File: src/rtl/ddr_output_framer_if.sv
// Input stream bundle for the DDR output framer.
// A source (master) presents framed 2*WIDTH-bit words; the framer (slave)
// accepts them whenever in_valid and in_ready are both high.
//   in_valid : word on in_data/in_last is valid
//   in_ready : framer FIFO can take a word this clock
//   in_data  : [WIDTH-1:0] rising-edge lane, [2*WIDTH-1:WIDTH] falling-edge lane
//   in_last  : final word of the frame
interface ddr_output_framer_if #(
    parameter int WIDTH = 16
);
    logic                 in_valid;
    logic                 in_ready;
    logic [2*WIDTH-1:0]   in_data;
    logic                 in_last;

    modport master (output in_valid, output in_data, output in_last, input in_ready);
    modport slave  (input in_valid, input in_data, input in_last, output in_ready);
endinterface

File: src/rtl/ddr_output_framer.sv
// Transmit framer feeding ganged DDR output buffers.
// Buffers framed words in a FIFO, then sends each frame as a fixed preamble
// followed by one word per clock on the rising/falling lane pair. Gaps carry
// IDLE_WORD. If the FIFO runs dry mid-frame the frame is aborted (underrun)
// and the rest of it is discarded as it arrives.
// Ports:
//   clk, rst_n  : clock, asynchronous active-low reset
//   in_if       : input stream (slave side)
//   dout0/dout1 : rising-edge / falling-edge lane
//   tx_en       : preamble or frame data is being driven
//   busy        : framer state is not IDLE
//   underrun    : one-clock pulse when a frame is aborted
//   fifo_level  : current FIFO occupancy
module ddr_output_framer #(
    parameter int                     WIDTH           = 16,
    parameter int                     FIFO_DEPTH      = 16,
    parameter int                     START_THRESH    = 8,
    parameter int                     PREAMBLE_CYCLES = 2,
    parameter logic [2*WIDTH-1:0]     PREAMBLE_WORD   = 32'h5555_5555,
    parameter logic [2*WIDTH-1:0]     IDLE_WORD       = 32'h0000_0000
) (
    input  logic                          clk,
    input  logic                          rst_n,
    ddr_output_framer_if.slave            in_if,
    output logic [WIDTH-1:0]              dout0,
    output logic [WIDTH-1:0]              dout1,
    output logic                          tx_en,
    output logic                          busy,
    output logic                          underrun,
    output logic [$clog2(FIFO_DEPTH):0]   fifo_level
);
    localparam int AW = $clog2(FIFO_DEPTH);
    localparam int LW = AW + 1;
    localparam int DW = 2 * WIDTH;
    localparam int PW = (PREAMBLE_CYCLES > 1) ? $clog2(PREAMBLE_CYCLES) : 1;

    typedef enum logic [1:0] {
        ST_IDLE     = 2'd0,
        ST_PREAMBLE = 2'd1,
        ST_DATA     = 2'd2,
        ST_DRAIN    = 2'd3
    } state_t;

    // FIFO storage: {last, data}
    logic [DW:0]     mem_r [FIFO_DEPTH];
    logic [AW-1:0]   wr_ptr_r;
    logic [AW-1:0]   rd_ptr_r;
    logic [LW-1:0]   level_r;
    logic [LW-1:0]   level_next_s;
    logic [LW-1:0]   pending_r;
    logic            in_ready_r;

    state_t          state_r;
    logic [PW-1:0]   pre_cnt_r;
    logic [DW-1:0]   dout_r;
    logic            tx_en_r;
    logic            busy_r;
    logic            underrun_r;

    logic            accept_s;
    logic            pop_s;
    logic            empty_s;
    logic            start_s;
    logic [DW:0]     head_s;

    // Handshake, pop decision and next FIFO level.
    always_comb begin
        accept_s = in_if.in_valid && in_ready_r;
        empty_s  = (level_r == {LW{1'b0}});
        head_s   = mem_r[rd_ptr_r];
        // Waiting for tx_en to fall guarantees an idle clock between frames.
        start_s  = !tx_en_r && ((pending_r != {LW{1'b0}}) || (level_r >= LW'(START_THRESH)));
        pop_s    = 1'b0;
        case (state_r)
            // The first word is popped in the last preamble clock so data follows with no gap.
            ST_PREAMBLE: pop_s = (pre_cnt_r == {PW{1'b0}}) && !empty_s;
            ST_DATA:     pop_s = !empty_s;
            ST_DRAIN:    pop_s = !empty_s;
            default:     pop_s = 1'b0;
        endcase
        if (accept_s && !pop_s) begin
            level_next_s = level_r + LW'(1);
        end else if (!accept_s && pop_s) begin
            level_next_s = level_r - LW'(1);
        end else begin
            level_next_s = level_r;
        end
    end

    // FIFO pointers, level, pending-frame count and registered in_ready.
    always_ff @(posedge clk or negedge rst_n) begin
        if (!rst_n) begin
            wr_ptr_r   <= {AW{1'b0}};
            rd_ptr_r   <= {AW{1'b0}};
            level_r    <= {LW{1'b0}};
            pending_r  <= {LW{1'b0}};
            in_ready_r <= 1'b0;
        end else begin
            if (accept_s) begin
                wr_ptr_r <= wr_ptr_r + AW'(1);
            end
            if (pop_s) begin
                rd_ptr_r <= rd_ptr_r + AW'(1);
            end
            level_r    <= level_next_s;
            in_ready_r <= (level_next_s != LW'(FIFO_DEPTH));
            if ((accept_s && in_if.in_last) && !(pop_s && head_s[DW])) begin
                pending_r <= pending_r + LW'(1);
            end else if (!(accept_s && in_if.in_last) && (pop_s && head_s[DW])) begin
                pending_r <= pending_r - LW'(1);
            end
        end
    end

    // FIFO write port; contents need no reset since level gates every read.
    always_ff @(posedge clk) begin
        if (accept_s) begin
            mem_r[wr_ptr_r] <= {in_if.in_last, in_if.in_data};
        end
    end

    // Framing state machine with registered lane, strobe and status outputs.
    always_ff @(posedge clk or negedge rst_n) begin
        if (!rst_n) begin
            state_r    <= ST_IDLE;
            pre_cnt_r  <= {PW{1'b0}};
            dout_r     <= IDLE_WORD;
            tx_en_r    <= 1'b0;
            busy_r     <= 1'b0;
            underrun_r <= 1'b0;
        end else begin
            underrun_r <= 1'b0;
            case (state_r)
                ST_IDLE: begin
                    if (start_s) begin
                        // The first preamble clock is driven on entry, so the
                        // counter covers the remaining PREAMBLE_CYCLES-1 clocks.
                        state_r   <= ST_PREAMBLE;
                        pre_cnt_r <= PW'(PREAMBLE_CYCLES - 1);
                        dout_r    <= PREAMBLE_WORD;
                        tx_en_r   <= 1'b1;
                        busy_r    <= 1'b1;
                    end else begin
                        dout_r    <= IDLE_WORD;
                        tx_en_r   <= 1'b0;
                        busy_r    <= 1'b0;
                    end
                end
                ST_PREAMBLE, ST_DATA: begin
                    if ((state_r == ST_PREAMBLE) && (pre_cnt_r != {PW{1'b0}})) begin
                        pre_cnt_r <= pre_cnt_r - PW'(1);
                        dout_r    <= PREAMBLE_WORD;
                        tx_en_r   <= 1'b1;
                        busy_r    <= 1'b1;
                    end else if (pop_s) begin
                        dout_r  <= head_s[DW-1:0];
                        tx_en_r <= 1'b1;
                        if (head_s[DW]) begin
                            state_r <= ST_IDLE;
                            busy_r  <= 1'b0;
                        end else begin
                            state_r <= ST_DATA;
                            busy_r  <= 1'b1;
                        end
                    end else begin
                        // Sink cannot stall: running dry mid-frame aborts it.
                        underrun_r <= 1'b1;
                        dout_r     <= IDLE_WORD;
                        tx_en_r    <= 1'b0;
                        state_r    <= ST_DRAIN;
                        busy_r     <= 1'b1;
                    end
                end
                ST_DRAIN: begin
                    dout_r  <= IDLE_WORD;
                    tx_en_r <= 1'b0;
                    if (pop_s && head_s[DW]) begin
                        state_r <= ST_IDLE;
                        busy_r  <= 1'b0;
                    end else begin
                        busy_r  <= 1'b1;
                    end
                end
                default: begin
                    state_r <= ST_IDLE;
                    dout_r  <= IDLE_WORD;
                    tx_en_r <= 1'b0;
                    busy_r  <= 1'b0;
                end
            endcase
        end
    end

    assign in_if.in_ready = in_ready_r;
    assign dout0          = dout_r[WIDTH-1:0];
    assign dout1          = dout_r[DW-1:WIDTH];
    assign tx_en          = tx_en_r;
    assign busy           = busy_r;
    assign underrun       = underrun_r;
    assign fifo_level     = level_r;
endmodule
File: src/flat_wrapper.sv
// flat-port wrapper written by rule: the top's interface ports become plain ports
module ddr_output_framer_flat 
#(
    parameter int                     WIDTH           = 16,
    parameter int                     FIFO_DEPTH      = 16,
    parameter int                     START_THRESH    = 8,
    parameter int                     PREAMBLE_CYCLES = 2,
    parameter logic [2*WIDTH-1:0]     PREAMBLE_WORD   = 32'h5555_5555,
    parameter logic [2*WIDTH-1:0]     IDLE_WORD       = 32'h0000_0000
)
  (clk, rst_n, dout0, dout1, tx_en, busy, underrun, fifo_level, in_if_in_valid, in_if_in_data, in_if_in_last, in_if_in_ready);
  ddr_output_framer_if #(.WIDTH(WIDTH)) in_if_i ();
  input  logic clk;
  input  logic rst_n;
  output logic [WIDTH-1:0] dout0;
  output logic [WIDTH-1:0] dout1;
  output logic tx_en;
  output logic busy;
  output logic underrun;
  output logic [$clog2(FIFO_DEPTH):0] fifo_level;
  input wire logic [$bits(in_if_i.in_valid)-1:0] in_if_in_valid;
  input wire logic [$bits(in_if_i.in_data)-1:0] in_if_in_data;
  input wire logic [$bits(in_if_i.in_last)-1:0] in_if_in_last;
  output wire logic [$bits(in_if_i.in_ready)-1:0] in_if_in_ready;
  assign in_if_i.in_valid = in_if_in_valid;
  assign in_if_i.in_data = in_if_in_data;
  assign in_if_i.in_last = in_if_in_last;
  assign in_if_in_ready = in_if_i.in_ready;
  ddr_output_framer #(.WIDTH(WIDTH), .FIFO_DEPTH(FIFO_DEPTH), .START_THRESH(START_THRESH), .PREAMBLE_CYCLES(PREAMBLE_CYCLES), .PREAMBLE_WORD(PREAMBLE_WORD), .IDLE_WORD(IDLE_WORD)) u_core (.clk(clk), .rst_n(rst_n), .in_if(in_if_i), .dout0(dout0), .dout1(dout1), .tx_en(tx_en), .busy(busy), .underrun(underrun), .fifo_level(fifo_level));
endmodule
File: config.mk
export PLATFORM = sky130hd
export DESIGN_NAME = ddr_output_framer_flat
export DESIGN_NICKNAME = d
export VERILOG_FILES = /design/src/rtl/ddr_output_framer_if.sv /design/src/rtl/ddr_output_framer.sv /design/src/flat_wrapper.sv
export SDC_FILE = /design/constraint.sdc
export NUM_CORES = 1
export LEC_CHECK = 0
export CAP_MARGIN = 5
export CELL_PAD_IN_SITES_DETAIL_PLACEMENT = 1
export CELL_PAD_IN_SITES_GLOBAL_PLACEMENT = 2
export CORE_MARGIN = 3
export CORE_UTILIZATION = 44
export DETAILED_ROUTE_END_ITERATION = 8
export PLACE_DENSITY = 0.77
export SLEW_MARGIN = 10
export SYNTH_ARGS = -nofsm -noshare
export SYNTH_HDL_FRONTEND = slang
export SYNTH_SLANG_ARGS = --single-unit
File: constraint.sdc
create_clock -name clk -period 3.6 [get_ports clk]
set_input_delay 0.54 -clock clk [delete_from_list [all_inputs] [get_ports clk]]
set_output_delay 0.54 -clock clk [all_outputs]
set_load 0.01 [all_outputs]
==> results.txt, run 1 <==
The later pin in the worst-skew pair is clocked with a latency of 0.62 ns. The slew at the pin closest to its max-slew limit is 0.937 ns. For this design, the slowest cell found on the critical path is sky130_fd_sc_hd__dfrtp_1. The total negative slack is 0 ns. The maximum fanout along the worst path came out at 6. Of the post-synthesis cell area, the dominant cell type holds 0.704.

The count of nets after finishing is 1,187. Routability-driven placement finished with a final weighted congestion of 0.742. The largest vdd supply drop came out at 0.000603 V.

The number of antenna violations at the first check in global routing came out at 2. The die extent in x came out at 232 um. The number of rows created at floorplan came out at 82.

The DRC violation count after routing came out at 0. For this run, the detailed router's first-pass iteration total came to 5. The mean instance size in the synthesized netlist came out at 22.6 um^2. The total count of hold-check failures in the final report came to 0. The overall die area came out at 54,000 um^2. Relative to the synthesized area, the layout overhead comes to 17.0%. The number of clock buffers inserted by TritonCTS came out at 59. The warning count from the yosys run came out at 0.

Across all hold checks on the routed design, the worst slack comes to 0.0520 ns. The cell area power density came out at 811 nW/um^2. The cell that appears most often on the critical path is sky130_fd_sc_hd__inv_1. Of all flip-flops after synthesis, the portion carrying an async set or reset was 0.0974.

The die boundary height came out at 232 um. The number of nets with antenna violations after routing is 0. The relative slew slack came out at 0.375. After clock tree synthesis, the clock-pin slew on the worst setup and hold paths is 0.06 ns. The cell area after synthesis came out at 22,500 um^2. The worst setup path is launched from a register.

Using the TritonRoute via totals, the vias-per-cell ratio works out to 5.65. The required time of the worst setup path is 4.14 ns. The most area-hungry cell type in the Yosys netlist is sky130_fd_sc_hd__edfxtp_1. The clock tree synthesis step divided the H-tree into 2 levels. Setup violations remaining at the end of the flow were counted as 0. The net count after synthesis is 1,053. On the critical path the largest part of the delay comes from simple AND/OR/NAND/NOR gates. The share of the Yosys chip area taken by registers is 0.767.

The total length of routed wires is 50,700 um. The number of different library cells used by synthesis comes to 51. The most used flip-flop cell after synthesis is sky130_fd_sc_hd__edfxtp_1. The largest stage delay on the critical path came out at 0.41 ns. In the final routed layout, each cell accounts on average for 27.3 um. 77 I/O pins were placed. The area of the core came out at 50,400 um^2. The half-perimeter wire length of the detailed placement result came out at 27,500 um. The pre-CTS setup slack is 0.163 ns. Entering global routing, the biggest net connects 105 pins.

The highest routing layer actually used is met5. The number of synthesized register bits is 585. The sum of met2 wire segment lengths after detailed routing is 25,400 um. Hold repair after CTS inserted 0 buffers. In this run the worst hold path is classified as in -> async. The total congestion overflow after global routing came out at 0.

The count of maximum capacitance violations came out at 0. The number of enable flip-flop cells after synthesis came out at 528. Input and output buffers added on the ports amount to 76.

STA classifies the critical path endpoint as a register. The worst setup path category is reg -> reg. The number of standard cells in the layout, taps in and fillers out is 1,854. The wire length on met3 came out at 2590 um.

The maximum count of clock buffers along a single path is 3. The post-placement cell count came out at 1,739. In the final layout, the share of cells above drive strength 1 is 0.273. The data arrival time at the worst-slack endpoint came out at 3.88 ns. The effective utilization at floorplan came out at 0.447. TritonCTS built the clock tree. The flow ran to the end, and the final reports show no timing, DRC or antenna violations. The via count of the first global-routing pass is 11,398. The total power consumption of the routed design is 0.0214 W. The critical path goes through inv_1 -> ha_2 -> nand2b_1 -> a211oi_4 -> nand4_1 -> nand2_2 -> inv_1 -> ha_1 -> inv_1 -> ha_1 -> nor2b_1 -> o21a_1 -> or3_1 -> a21oi_1 -> xor2_1. In the final routing, the length of wire on met1 measures 21,600 um. The final worst setup slack is 0.259 ns. The count of pins over their slew limit is 0. The clock period minus final worst setup slack is 3.34 ns. The cell count after synthesis is 997.

By area the synthesized netlist is led by sky130_fd_sc_hd__edfxtp_1 70%, sky130_fd_sc_hd__mux4_2 16%, sky130_fd_sc_hd__dfrtp_1 6.3%. Together, buffers and inverters on the worst path number 3. In this run the static leakage power is 8.67 nW.

The initial DRC count came out at 1,183. The first global-routing pass estimated 75,800 um of wire. The highest clock frequency the design can meet came out at 299 MHz.

Clock tree synthesis selected as its root buffer the cell sky130_fd_sc_hd__clkbuf_16. The setup skew after layout came out at 0.0226 ns. The most repeated cell in the gate-level netlist after synthesis is sky130_fd_sc_hd__edfxtp_1.

Counting instances in the post-synthesis netlist gives the leading cell types as 528 x sky130_fd_sc_hd__edfxtp_1, 162 x sky130_fd_sc_hd__mux4_2, 57 x sky130_fd_sc_hd__dfrtp_1, 28 x sky130_fd_sc_hd__inv_1, 25 x sky130_fd_sc_hd__o21ai_0. The number of fillers in the final layout came out at 4,379. The number of sinks on the clock net came out at 585. The total track usage is 0.193. The fraction of the cycle the final worst path needs came out at 0.928. The detailed router placed 10,474 vias in this run.
[kinds of logic after synthesis]
logic type | share of synthesized area
muxes | 0.165
AOI/OAI and AO/OA | 0.0137
adders and majority gates | 0.0114
xor gates and xnor gates | 0.00544
buffers and inverters | 0.0152
DFF | 0.767
and+or+nand+nor | 0.0228
[worst reg2reg max path, stage by stage, from the launching register on]
cell,delay [ns]
sky130_fd_sc_hd__dfrtp_1,0.41
sky130_fd_sc_hd__inv_1,0.14
sky130_fd_sc_hd__ha_2,0.25
sky130_fd_sc_hd__nand2b_1,0.12
sky130_fd_sc_hd__a211oi_4,0.29
sky130_fd_sc_hd__nand4_1,0.21
sky130_fd_sc_hd__nand2_2,0.15
sky130_fd_sc_hd__inv_1,0.06
sky130_fd_sc_hd__ha_1,0.25
sky130_fd_sc_hd__inv_1,0.15
sky130_fd_sc_hd__ha_1,0.26
sky130_fd_sc_hd__nor2b_1,0.14
sky130_fd_sc_hd__o21a_1,0.18
sky130_fd_sc_hd__or3_1,0.31
sky130_fd_sc_hd__a21oi_1,0.18
sky130_fd_sc_hd__xor2_1,0.16
[what timing repair did]
item / 4_1_cts / 5_1_grt
setup buffers: 0 / 3
hold endpoints to repair: 0 / 0
endpoints found under the setup margin: 0 / 1
gates resized for setup: 0 / 5
[metal layers]
layer | GRT usage | vias to the layer above
li1 | - | 4419
met1 | 0.264 | 5704
met2 | 0.323 | 271
met3 | 0.0331 | 78
met4 | 0.0490 | 2
met5 | 0 | -
[path summary, 6_finish.rpt]
kind,start,slack (ns),end,cells after the start
setup / recovery,u_core.state_r[1]$_DFFE_PN0P_,0.26,u_core.pending_r[4]$_DFFE_PN0P_,15
hold / removal,rst_n,0.05,u_core.pending_r[0]$_DFFE_PN0P_,1
setup reg to reg,u_core.state_r[1]$_DFFE_PN0P_,0.26,u_core.pending_r[4]$_DFFE_PN0P_,15
hold reg to reg,u_core.pending_r[4]$_DFFE_PN0P_,0.49,u_core.pending_r[4]$_DFFE_PN0P_,1
max in group asynchronous,rst_n,2.82,u_core.rd_ptr_r[1]$_DFFE_PN0P_,1
min in group clk,u_core.pending_r[4]$_DFFE_PN0P_,0.49,u_core.pending_r[4]$_DFFE_PN0P_,1
[report_power, final]
part,internal (W),switching [W]
clock,0.00368,0.00252
combinational,0.00316,0.00327
sequential,0.00837,0.000391
[area by class of cell]
class                   instances  area, um^2  area share
multi-input cells             340        4950       0.188
inverters                      28         105     0.00399
well taps                     672         841      0.0319
diodes                          1        2.50   0.0000949
repair buffers                117        1190      0.0452
clock inverters                31         343      0.0130
clock buffers                  80        1640      0.0621
flip-flops and latches        585       17300       0.656
[through the flow]
step                 util  cell area, um^2
floorplan               -            22500
global placement    0.483            24300
detailed placement  0.483            24300
CTS                 0.522            26300
global route        0.523            26400
finish              0.523            26400
[cells in the final DEF, fill, tap and decap left out, types with 3 or more instances in the layout]
cell                              Yosys  final
sky130_fd_sc_hd__nor2b_1             19     19
sky130_fd_sc_hd__nand4_1              3      3
sky130_fd_sc_hd__mux2i_1              4      4
sky130_fd_sc_hd__clkinv_1             0      9
sky130_fd_sc_hd__and2_2               0     12
sky130_fd_sc_hd__buf_12               0     10
sky130_fd_sc_hd__dfrtp_2              0      3
sky130_fd_sc_hd__and3_2               0      4
sky130_fd_sc_hd__xnor2_1              7      7
sky130_fd_sc_hd__and3_1               7      3
sky130_fd_sc_hd__nand2_1             15     14
sky130_fd_sc_hd__inv_1               28     28
sky130_fd_sc_hd__nand2b_1             4      4
sky130_fd_sc_hd__clkbuf_16            0     60
sky130_fd_sc_hd__dfrtp_1             57     52
sky130_fd_sc_hd__clkbuf_1            11     14
sky130_fd_sc_hd__clkbuf_8             0      6
sky130_fd_sc_hd__mux4_2             162    162
sky130_fd_sc_hd__clkdlybuf4s50_1      0     75
sky130_fd_sc_hd__nand3_1              6      6
sky130_fd_sc_hd__xor2_1               7      7
sky130_fd_sc_hd__buf_4                1     32
sky130_fd_sc_hd__a21oi_1              6      6
sky130_fd_sc_hd__o21ai_0             25     25
sky130_fd_sc_hd__edfxtp_1           528    528
sky130_fd_sc_hd__bufinv_16            0      7
sky130_fd_sc_hd__nor2_1               4      4
sky130_fd_sc_hd__clkinv_2             0     10
sky130_fd_sc_hd__ha_1                19     18
sky130_fd_sc_hd__o211ai_1             3      3
[state kept, by name, indices dropped and copies added (netlist names)]
signal and cells:
u_core.mem_r 528, u_core.fifo_level 5, u_core.underrun 1, u_core.busy 1, u_core.wr_ptr_r 4, u_core.pending_r 5, u_core.pre_cnt_r 1, u_core.tx_en 1
u_core.state_r 2, u_core.dout_r 32, u_core.rd_ptr_r 4, u_core.in_if.in_ready 1
Note: power is estimated with default switching activity, not from simulation.
==> run 2, diff against run 1 <==
--- a/config.mk
+++ b/config.mk
@@ -11,7 +11,7 @@
 export CORE_MARGIN = 3
 export CORE_UTILIZATION = 44
 export DETAILED_ROUTE_END_ITERATION = 8
-export PLACE_DENSITY = 0.77
+export PLACE_DENSITY_LB_ADDON = 0.12
 export SLEW_MARGIN = 10
 export SYNTH_ARGS = -nofsm -noshare
 export SYNTH_HDL_FRONTEND = slang
==> run 2 against run 1 <==
Net effect: first-iteration DRC count down 38%; cell area up 0.56%; largest power group unchanged; highest routed layer is now met4; critical path depth unchanged; clock skew down 0.0082 ns; sequential cell count unchanged; die area unchanged.
==> results.txt, run 2 (synthesis gave the netlist of run 1 again) <==
Once layout is complete, the utilization of the core stands at 0.526. The worst register-to-register path begins at u_core.state_r[1]$_DFFE_PN0P_. The multi-input logic area is 4950 um^2.

The maximum fanout along the worst path is 6. TritonCTS built the clock tree. The number of antenna violations at the first check in global routing came out at 0. The area growth from synthesis to final layout is 17.6%.

The number of rows created at floorplan came out at 82. Ranked by flip-flop count, first place goes to u_core.mem_r. The number of antenna cells inserted is 0. Of the total power, the share spent switching nets is 0.289. The leakage power came out at 8.71 nW. The clock root buffer is sky130_fd_sc_hd__clkbuf_16. The first routing iteration left 734 violations. The count of buffers from port buffering is 76. The count of maximum capacitance violations is 0. In this run the power density over the cells is 817 nW/um^2. The post-cts hold buffer count is 0. After detailed routing, the average wire length per cell comes to 27.0 um. The top-level port count is 77. The fraction of the cycle the final worst path needs came out at 0.934.

In the layout the commonest cells are 528 x sky130_fd_sc_hd__edfxtp_1, 162 x sky130_fd_sc_hd__mux4_2, 75 x sky130_fd_sc_hd__clkdlybuf4s50_1. The total length of routed wires is 50,000 um. The count of nets after finishing is 1,190. The setup skew after layout came out at 0.0143 ns.

The switching power is 0.00626 W. The core region is 50,400 um^2. Across every metal layer, demand over resource in global routing totals 0.191. In this run the tightest slew margin relative to its limit is 0.410. The via count of the first global-routing pass came to 11,284. The number of clock buffers inserted by TritonCTS is 61. The setup-violating endpoint count in the final report came out at 0. The first global-routing pass estimated 74,900 um of wire.

The worst hold path belongs to the class in -> async. The worst reg2reg path depth is 15. STA puts the critical path data required time at 4.13 ns. The clock edge transition at the registers on the reported setup and hold paths is 0.06 ns. The worst setup path is launched from a register.

The capturing point of the worst reg2reg path is u_core.pending_r[4]$_DFFE_PN0P_. The maximum count of clock buffers along a single path is 3. The number of fillers in the final layout is 4,346.

The clock period minus final worst setup slack came out at 3.36 ns. The largest registers in the layout are u_core.mem_r: 528 flops, u_core.dout_r: 32 flops. The worst setup path is captured at a register. For flop-to-flop paths, the worst setup slack is 0.24 ns. The number of flip-flops in the largest register is 528. The count of pins over their slew limit came to 0. The total count of hold-check failures in the final report is 0. The source-to-sink clock delay at the later pin of the worst-skew pair came out at 0.61 ns.

The count of nets left with antenna violations once routing finished came out at 0. The highest clock frequency the design can meet came out at 297 MHz. The number of sinks on the clock net is 585.

The die boundary height is 232 um. The critical path is of the reg -> reg type. The total power consumption of the routed design came out at 0.0217 W. The number of standard cells in the layout, taps in and fillers out came out at 1,856. The total negative slack came out at 0 ns. The initial utilization of the core area, before any placement, comes to 0.447. After legalization and detailed placement, the total HPWL measured 27,700 um. The congestion estimate from routability-driven global placement came to 0.734. The largest vdd supply drop came out at 0.000456 V.

The run finished with clean final reports. The part of the power in the clock network is 0.295. The data arrival time at the worst-slack endpoint came out at 3.89 ns. The die covers 54,000 um^2. For this block, the via count after detailed routing is 10,246. The DRC violation count after routing came out at 0.

The mean number of vias per cell is 5.52. After global routing the overflow that remains totals 0. The internal power of the cells totals 0.0154 W. The register cell area after layout is 17,300 um^2. In this run the number of H-tree levels came out at 2.

The detailed-routing iteration count for the pre-antenna-repair pass came out at 7. The part of the total power dissipated in sequential elements is 0.403. At the pin with the least slew margin, the transition time is 0.885 ns. The layout cell share with drive strength beyond 1 came out at 0.269. The die is 232 um wide.

The library cell used most frequently in the layout, excluding fill and tap cells, is sky130_fd_sc_hd__edfxtp_1. The maximum number of pins on one net before global-route repair came out at 125. Of the total power, combinational logic draws 0.302. The post-placement cell count is 1,739.
## run 2: cell types whose count changed in the layout (fill, tap and decap cells not counted), sizes merged
| cell | previous run | this run |
|---|---|---|
| buf | 42 | 43 |
| bufinv | 7 | 9 |
| diode | 1 | 0 |
| clkinvlp | 2 | 3 |
| clkbuf | 80 | 79 |
## run 2: critical path, stage by stage (launching register included)
cell	delay (ns)
sky130_fd_sc_hd__dfrtp_1	0.41
sky130_fd_sc_hd__inv_1	0.13
sky130_fd_sc_hd__ha_2	0.25
sky130_fd_sc_hd__nand2b_1	0.13
sky130_fd_sc_hd__a211oi_4	0.35
sky130_fd_sc_hd__nand4_1	0.21
sky130_fd_sc_hd__nand2_2	0.16
sky130_fd_sc_hd__inv_1	0.05
sky130_fd_sc_hd__ha_1	0.24
sky130_fd_sc_hd__inv_1	0.14
sky130_fd_sc_hd__ha_1	0.26
sky130_fd_sc_hd__nor2b_1	0.13
sky130_fd_sc_hd__o21a_1	0.18
sky130_fd_sc_hd__or3_1	0.31
sky130_fd_sc_hd__a21oi_1	0.19
sky130_fd_sc_hd__xor2_1	0.16
## run 2: per-layer routing
layer,part of all wire,track usage,vias to the layer above,wire length [um]
met5,0,0,-,0
met3,0.037,0.0271,63,1860
met2,0.50,0.314,193,25000
met1,0.45,0.271,5585,22300
met4,0.018,0.0480,0,893
li1,-,-,4405,-
## run 2: power groups by stage
stage | Clock (W) | Combinational (W) | Sequential [W]
4_1_cts | 0.00656 | 0.00668 | 0.00876
3_3_place_gp | 0 | 0.00663 | 0.00885
6_report | 0.00638 | 0.00654 | 0.00874
3_5_place_dp | 0 | 0.00667 | 0.00889
2_1_floorplan | 0 | 0.00432 | 0.00883
5_1_grt | 0.00681 | 0.00710 | 0.00884
## run 2: final cells by class
type,instances,share of cell area
flip-flops and latches,585,0.652
multi-input cells,340,0.187
clock buffers,79,0.0613
repair buffers,118,0.0485
well taps,672,0.0317
clock inverters,34,0.0158
inverters,28,0.00396
## run 2: per-stage QoR
stage / worst slack [ns] / hold slack (ns) / cell area [um^2]
floorplan: 0.205 / 0.244 / 22500
global placement: 0.296 / 0.488 / 24400
detailed placement: 0.160 / 0.467 / 24400
CTS: 0.145 / 0.0692 / 26500
global route: -0.000108 / 0.111 / 26500
finish: 0.236 / 0.0625 / 26500
## run 2: worst max-delay path by stage
stage / depth (start not counted) / start / end
final: 15 / u_core.state_r[1]$_DFFE_PN0P_ / u_core.pending_r[4]$_DFFE_PN0P_
after global placement: 16 / u_core.fifo_level[0]$_DFF_PN0_ / u_core.pending_r[4]$_DFFE_PN0P_
after global routing: 16 / u_core.fifo_level[0]$_DFF_PN0_ / u_core.pending_r[4]$_DFFE_PN0P_
after CTS: 15 / u_core.state_r[1]$_DFFE_PN0P_ / u_core.pending_r[4]$_DFFE_PN0P_
after floorplan: 16 / u_core.fifo_level[0]$_DFF_PN0_ / u_core.pending_r[4]$_DFFE_PN0P_
after detailed placement: 15 / u_core.state_r[1]$_DFFE_PN0P_ / u_core.pending_r[4]$_DFFE_PN0P_
## run 2: timing repair
item | CTS | global route
resized for setup | 0 | 3
setup buffers | 0 | 4
setup endpoints to repair | 0 | 1
==> run 3, diff against run 2 <==
--- a/config.mk
+++ b/config.mk
@@ -5,7 +5,7 @@
 export SDC_FILE = /design/constraint.sdc
 export NUM_CORES = 1
 export LEC_CHECK = 0
-export CAP_MARGIN = 5
+export CAP_MARGIN = 20
 export CELL_PAD_IN_SITES_DETAIL_PLACEMENT = 1
 export CELL_PAD_IN_SITES_GLOBAL_PLACEMENT = 2
 export CORE_MARGIN = 3
==> results of run 3 <==
No change in the layout: final DEF, timing and power equal those of run 2.
